<file path="config.mk">
export PLATFORM = sky130hd
export DESIGN_NAME = proc_control_fsm
export DESIGN_NICKNAME = d
export VERILOG_FILES = /design/src/rtl/proc_control_fsm.sv
export SDC_FILE = /design/constraint.sdc
export NUM_CORES = 1
export LEC_CHECK = 0
export CAP_MARGIN = 20
export CORE_MARGIN = 4
export CORE_UTILIZATION = 36
export DETAILED_ROUTE_END_ITERATION = 12
export HOLD_SLACK_MARGIN = 0.05
export PLACE_DENSITY_LB_ADDON = 0.08
export SYNTH_ARGS = -nofsm -noshare
export SYNTH_HDL_FRONTEND = slang
export SYNTH_SLANG_ARGS = --single-unit
</file>
<file path="constraint.sdc">
create_clock -name Clock -period 1.7 [get_ports Clock]
set_input_delay 0.51 -clock Clock [delete_from_list [all_inputs] [get_ports Clock]]
set_output_delay 0.51 -clock Clock [all_outputs]
set_load 0.01 [all_outputs]
</file>
<file path="src/rtl/proc_control_fsm.sv">
// proc_control_fsm
//   Instruction-sequencing control unit for the simple processor datapath.
//   Latches an 8-bit instruction from DIN[7:0] during the fetch cycle and
//   steps a four-state FSM (T0..T3), decoding the bus-mux select and the
//   register/ALU control strobes combinationally from state and IR.
//
// Ports
//   Clock   in  1   rising-edge clock
//   Reset   in  1   asynchronous, active-high reset
//   Run     in  1   start request, sampled in T0 only
//   DIN     in  16  external data; [7:0] is the instruction when fetched
//   S       out 3   bus mux select (0..3 = R0..R3, DIN_SEL = DIN, G_SEL = G)
//   Rin     out 4   one-hot load enables for R0..R3
//   Ain     out 1   load enable for A
//   Gin     out 1   load enable for G
//   AddSub  out 1   ALU operation, 0 = add, 1 = subtract
//   IRin    out 1   instruction-fetch strobe
//   Done    out 1   final cycle of an instruction
//   Tstep   out 2   current state (0..3 for T0..T3)
module proc_control_fsm #(
    parameter logic [2:0] DIN_SEL = 3'd4,
    parameter logic [2:0] G_SEL   = 3'd5
) (
    input  logic        Clock,
    input  logic        Reset,
    input  logic        Run,
    input  logic [15:0] DIN,
    output logic [2:0]  S,
    output logic [3:0]  Rin,
    output logic        Ain,
    output logic        Gin,
    output logic        AddSub,
    output logic        IRin,
    output logic        Done,
    output logic [1:0]  Tstep
);

    typedef enum logic [1:0] {
        T0 = 2'd0,
        T1 = 2'd1,
        T2 = 2'd2,
        T3 = 2'd3
    } state_t;

    localparam logic [2:0] OP_MV  = 3'b000;
    localparam logic [2:0] OP_MVI = 3'b001;
    localparam logic [2:0] OP_ADD = 3'b010;
    localparam logic [2:0] OP_SUB = 3'b011;

    state_t      state_r;
    state_t      state_next_s;
    logic [7:0]  ir_r;
    logic [2:0]  ir_op_s;
    logic [1:0]  ir_x_s;
    logic [1:0]  ir_y_s;
    logic        is_arith_s;
    logic        unused_s;

    // Register-number to one-hot load-enable decode.
    function automatic logic [3:0] reg_onehot(input logic [1:0] idx);
        logic [3:0] oh;
        case (idx)
            2'd0:    oh = 4'b0001;
            2'd1:    oh = 4'b0010;
            2'd2:    oh = 4'b0100;
            2'd3:    oh = 4'b1000;
            default: oh = 4'b0000;
        endcase
        return oh;
    endfunction

    assign ir_op_s    = ir_r[7:5];
    assign ir_x_s     = ir_r[3:2];
    assign ir_y_s     = ir_r[1:0];
    assign is_arith_s = (ir_op_s == OP_ADD) || (ir_op_s == OP_SUB);
    // DIN[15:8] is data only and IR[4] is a don't-care field.
    assign unused_s   = &{1'b0, DIN[15:8], ir_r[4]};

    assign Tstep = state_r;

    // State register.
    always_ff @(posedge Clock or posedge Reset) begin
        if (Reset) begin
            state_r <= T0;
        end else begin
            state_r <= state_next_s;
        end
    end

    // Instruction register, written at the end of the fetch cycle.
    always_ff @(posedge Clock or posedge Reset) begin
        if (Reset) begin
            ir_r <= 8'h00;
        end else if (IRin) begin
            ir_r <= DIN[7:0];
        end else begin
            ir_r <= ir_r;
        end
    end

    // Next-state logic: only add/sub continue past T1.
    always_comb begin
        state_next_s = T0;
        case (state_r)
            T0: begin
                if (Run) begin
                    state_next_s = T1;
                end else begin
                    state_next_s = T0;
                end
            end
            T1: begin
                if (is_arith_s) begin
                    state_next_s = T2;
                end else begin
                    state_next_s = T0;
                end
            end
            T2:      state_next_s = T3;
            T3:      state_next_s = T0;
            default: state_next_s = T0;
        endcase
    end

    // Output decode from state and IR; everything idles at DIN_SEL / zero.
    always_comb begin
        S      = DIN_SEL;
        Rin    = 4'b0000;
        Ain    = 1'b0;
        Gin    = 1'b0;
        AddSub = 1'b0;
        IRin   = 1'b0;
        Done   = 1'b0;
        case (state_r)
            T0: begin
                IRin = Run;
            end
            T1: begin
                case (ir_op_s)
                    OP_MV: begin
                        S    = {1'b0, ir_y_s};
                        Rin  = reg_onehot(ir_x_s);
                        Done = 1'b1;
                    end
                    OP_MVI: begin
                        S    = DIN_SEL;
                        Rin  = reg_onehot(ir_x_s);
                        Done = 1'b1;
                    end
                    OP_ADD, OP_SUB: begin
                        S   = {1'b0, ir_x_s};
                        Ain = 1'b1;
                    end
                    default: begin
                        // Undefined opcodes retire as a no-op.
                        Done = 1'b1;
                    end
                endcase
            end
            T2: begin
                if (is_arith_s) begin
                    S      = {1'b0, ir_y_s};
                    Gin    = 1'b1;
                    AddSub = ir_op_s[0];
                end else begin
                    S = DIN_SEL;
                end
            end
            T3: begin
                if (is_arith_s) begin
                    S    = G_SEL;
                    Rin  = reg_onehot(ir_x_s);
                    Done = 1'b1;
                end else begin
                    S = DIN_SEL;
                end
            end
            default: begin
                S = DIN_SEL;
            end
        endcase
    end

endmodule
</file>
Yosys cells after proc, flatten, opt, wreduce, memory -nomap -nowiden

Cells that the tools add are included.

Register bits after elaboration: 10

Multiplexer cells: 20
Reduce and logical (&&, ||, !) cells: 6
Eq/ne operators: 9

Operators with widths:

| operator           | count |
|---|---|
| $pmux 4 s4         | 1 |
| $mux 1             | 10 |
| $pmux 3 s3         | 1 |
| $eq 2x2->1 const B | 4 |
| $mux 4             | 2 |
| $pmux 2 s4         | 1 |
| $pmux 4 s2         | 1 |
| $eq 3x2->1 const B | 2 |
| $pmux 3 s2         | 1 |
| $eq 2x1->1 const B | 2 |
| $logic_not 2->1    | 2 |
| $reduce_or 2->1    | 2 |
| $eq 3x1->1 const B | 1 |
| $logic_not 3->1    | 1 |
| $mux 3             | 1 |
| $mux 2             | 1 |
| $pmux 1 s2         | 1 |
| $logic_or 1x1->1   | 1 |

Logic depth before layout (Yosys ltp)

Depth after elaboration: 4
Depth in mapped cells: 5
Gate-level depth less buffers: 3

Worst setup path after synthesis

No wires, ideal clock.

Path kind: reg-to-output
Start point: reg (tool-made name)
End point: out S[0]
Buffers on the path: 1
Cell stages (with the launch flop): 4
Slack: 0.008 ns
Arrival time: 1.182 ns
Path through: dfrtp_1 buf_6 or3_4 a211oi_2

RTL lines:

| what             | line | source |
|---|---|---|
| end: declaration | 28   | `output logic [2:0] S,` |

Final worst setup path

Start point: reg ir_r[6]
End point: out Ain

Longest elaborated chain between the ends: 4
Elaborated cells on any way between the ends: 5
Classes of those cells: eq/ne: 2; mux: 2; reduce/logical: 1

Ends and longest elaborated chain:

| what                     | line | source |
|---|---|---|
| start: declaration       | 52   | `logic [7:0] ir_r;` |
| start signal: assignment | 95   | `ir_r <= DIN[7:0];` |
| start signal: assignment | 97   | `ir_r <= ir_r;` |
| $eq 3x2->1               | 139  | `case (ir_op_s)` |
| $reduce_or 2->1 (*)      | 139  |  |
| $mux 1 (*)               | 139  |  |
| $mux 1 (*)               | 134  | `case (state_r)` |
| end: declaration         | 30   | `output logic Ain,` |

Mark *: on every way between the ends. The rest lies on a longest branch, timed or not.

==> flow_summary.json <==
{
  "status": "finished with violations",
  "failed_checks": "negative setup slack",
  "netlist_area_um2": 560.5,
  "slew-limit-headroom": 0.7669,
  "dr_total_vias": 538,
  "rsz0062_at_grt": "yes",
  "fin_skew_ns": 0.005359,
  "viasPerCell": 4.847,
  "clockBufferDepth": 2,
  "crit_fanout": 7,
  "portBuffers": 23,
  "hp-class": "input port to asynchronous set/reset pin",
  "maxCapViolations": 0,
  "drc": 0,
  "yosysSeqAreaShare": 0.4018,
  "h-tree-depth": 1,
  "syn_inst": 58,
  "arrival_ns": 1.45,
  "die-area_mm2": 0.002252,
  "finalCriticalPeriod_ns": 1.955,
  "worstSkewPairLatency_ns": 0.26,
  "p_leak_nw": 0.4374,
  "clk_pin_slew_ns": 0.06,
  "yosys_warnings": 0,
  "die_w_um": 47.46,
  "grt_pass1_wl_um": 2159,
  "layout-drive-gt1-share": 0.4167,
  "worstMarginPinSlew_ns": 0.3493,
  "grt_max_degree": 11,
  "first_pass_iters": 3,
  "area_delta_synth_final_pct": 58.71,
  "synth_ff_type": "dfrtp_1",
  "drv_slew": 0,
  "syn_avg_cell_area_um2": 9.664,
  "irDropWorstVdd_mv": 0.8503,
  "totalWireLength_um": 1355,
  "ys_async_sr_fraction": 1.000,
  "finalCritPeriodShare": 1.150,
  "start_util": 0.4054,
  "antenna_found_initial": 0,
  "gp_congestion": 0.7700,
  "fin_tns_setup_ns": -2.228,
  "critPathCaptureType": "output pin",
  "clockRootBuffer": "clkbuf_4",
  "worst_setup_path_start_kind": "flop",
  "hold_ws_ns": 0.5015,
  "numCtsBuffers": 3,
  "synth-edff-count": 0,
  "overflow": 0,
  "cts.sinks": 9,
  "ios": 33,
  "p_per_area_mw_per_mm2": 1708,
  "coreArea_mm2": 0.001383,
  "synth.net_count": 77,
  "insertedDiodeCount": 0,
  "die_h_um": 47.46,
  "grt_pass1_vias": 533,
  "finalWorstSetupSlack_ns": -0.2554,
  "fmax_mhz": 511.4,
  "grt_usage": 0.1502,
  "ant_nets": 0,
  "synthDistinctLibCells": 25,
  "worstSetupPathType": "flop to output pin",
  "p_total_mw": 1.519,
  "crit_required_ns": 1.19,
  "setup_violations": 12,
  "wire_per_inst_um": 12.21,
  "hold_viol": 0,
  "cts_tree": "done",
  "ys_ff_latch": 9,
  "drt-initial-drc-count": 3,
  "nNetsFinal": 116,
  "dp_hpwl_um": 1057,
  "holdBufCountCts": 0,
  "num_rows": 13
}
## cell usage after synthesis, types with 2 or more instances
cell | n | share of area
and2_1 | 2 | 0.022
and2b_1 | 2 | 0.027
buf_6 | 3 | 0.060
dfrtp_1 | 9 | 0.40
inv_1 | 5 | 0.033
mux2_1 | 3 | 0.060
nand2_1 | 5 | 0.033
nand2b_1 | 2 | 0.022
nor2_1 | 3 | 0.020
nor3_1 | 4 | 0.036
o21ai_0 | 5 | 0.045
xnor2_1 | 2 | 0.031
## cell families after synthesis
kind of cell,share of synthesized area
compound gates,0.1362
xor+xnor,0.03126
buf+inv,0.1071
flops,0.4018
mux,0.08035
simple gates,0.2433
## layout by cell type (no fill, tap or decap)
master            n
buf_6             3
a22oi_2           1
buf_2            10
clkdlybuf4s50_1   8
a211oi_2          1
nor2b_2           1
buf_4            13
xnor2_1           2
nor2_1            3
clkbuf_1          1
dfrtp_2           1
dfrtp_1           8
inv_1             5
nor3_1            3
clkbuf_4          3
and2b_2           1
nor3b_4           1
nand3b_1          1
o32ai_2           1
o22ai_1           1
a21o_1            1
nand2_1           5
nor3_2            1
nand2b_1          2
and2_4            1
o21ai_0           4
or3_4             1
mux2_1            3
o221ai_1          1
mux2_2            1
and2b_1           1
o21ai_1           1
dlygate4sd2_1     4
and2_1            1
and3_1            1
## layout make-up
type	count	area, um2
Fill cell	128	493.0
Multi-Input combinational cell	40	302.8
Timing Repair Buffer	38	296.5
Sequential cell	9	226.5
Clock buffer	4	26.28
Inverter	5	18.77
Tap cell	15	18.77
## where the power goes
group / switching, mW / internal (mW) / total [mW] / leakage, nW
Combinational: 0.414 / 0.515 / 0.928 / 0.315
Clock: 0.0745 / 0.0905 / 0.165 / 0.0150
Sequential: 0.103 / 0.322 / 0.426 / 0.108
## worst max-delay path, cell delays in order, from the launching register on
cell and delay [ns]:
dfrtp_1 0.39, buf_6 0.14, and2b_2 0.22, nand2_1 0.12, inv_1 0.05, dlygate4sd2_1 0.27
## repair_timing
item | CTS | global route
cloned | 0 | 0
resized for setup | 55 | 4
pin swaps | 10 | 6
endpoints found under the setup margin | 14 | 13
setup buffers | 2 | 2
## path summary, 6_finish.rpt
kind,start,end,slack (ns),cells past startpoint
max in group asynchronous,Reset,asynchronous set/reset pin,0.92,2
setup reg to reg,flop,ir_r[7]$_DFFE_PP0P_,0.20,4
hold reg to reg,ir_r[0]$_DFFE_PP0P_,ir_r[0]$_DFFE_PP0P_,0.53,1
setup / recovery,ir_r[6]$_DFFE_PP0P_,Ain,-0.26,5
min in group Clock,ir_r[0]$_DFFE_PP0P_,ir_r[0]$_DFFE_PP0P_,0.53,1
hold / removal,Reset,ir_r[5]$_DFFE_PP0P_,0.50,2
## routing by layer
metal  vias up  part of all wire  global-route usage
met1       242              0.42              0.1624
met3         5             0.083             0.06767
met2        18              0.47              0.2353
met5         -                 0                   0
li1        273                 -                   -
met4         0             0.027             0.09945
## per-stage QoR
step	std cells	cell area (um2)	utilization	worst slack (ns)
floorplan	58	560.5	-	0.007645
global placement	104	858.3	0.6208	-0.5989
detailed placement	104	858.3	0.6208	-0.5923
CTS	110	860.8	0.6226	-0.2685
global route	111	889.6	0.6434	-0.3392
finish	111	889.6	0.6434	-0.2554
Note: power is estimated with default switching activity, not from simulation.
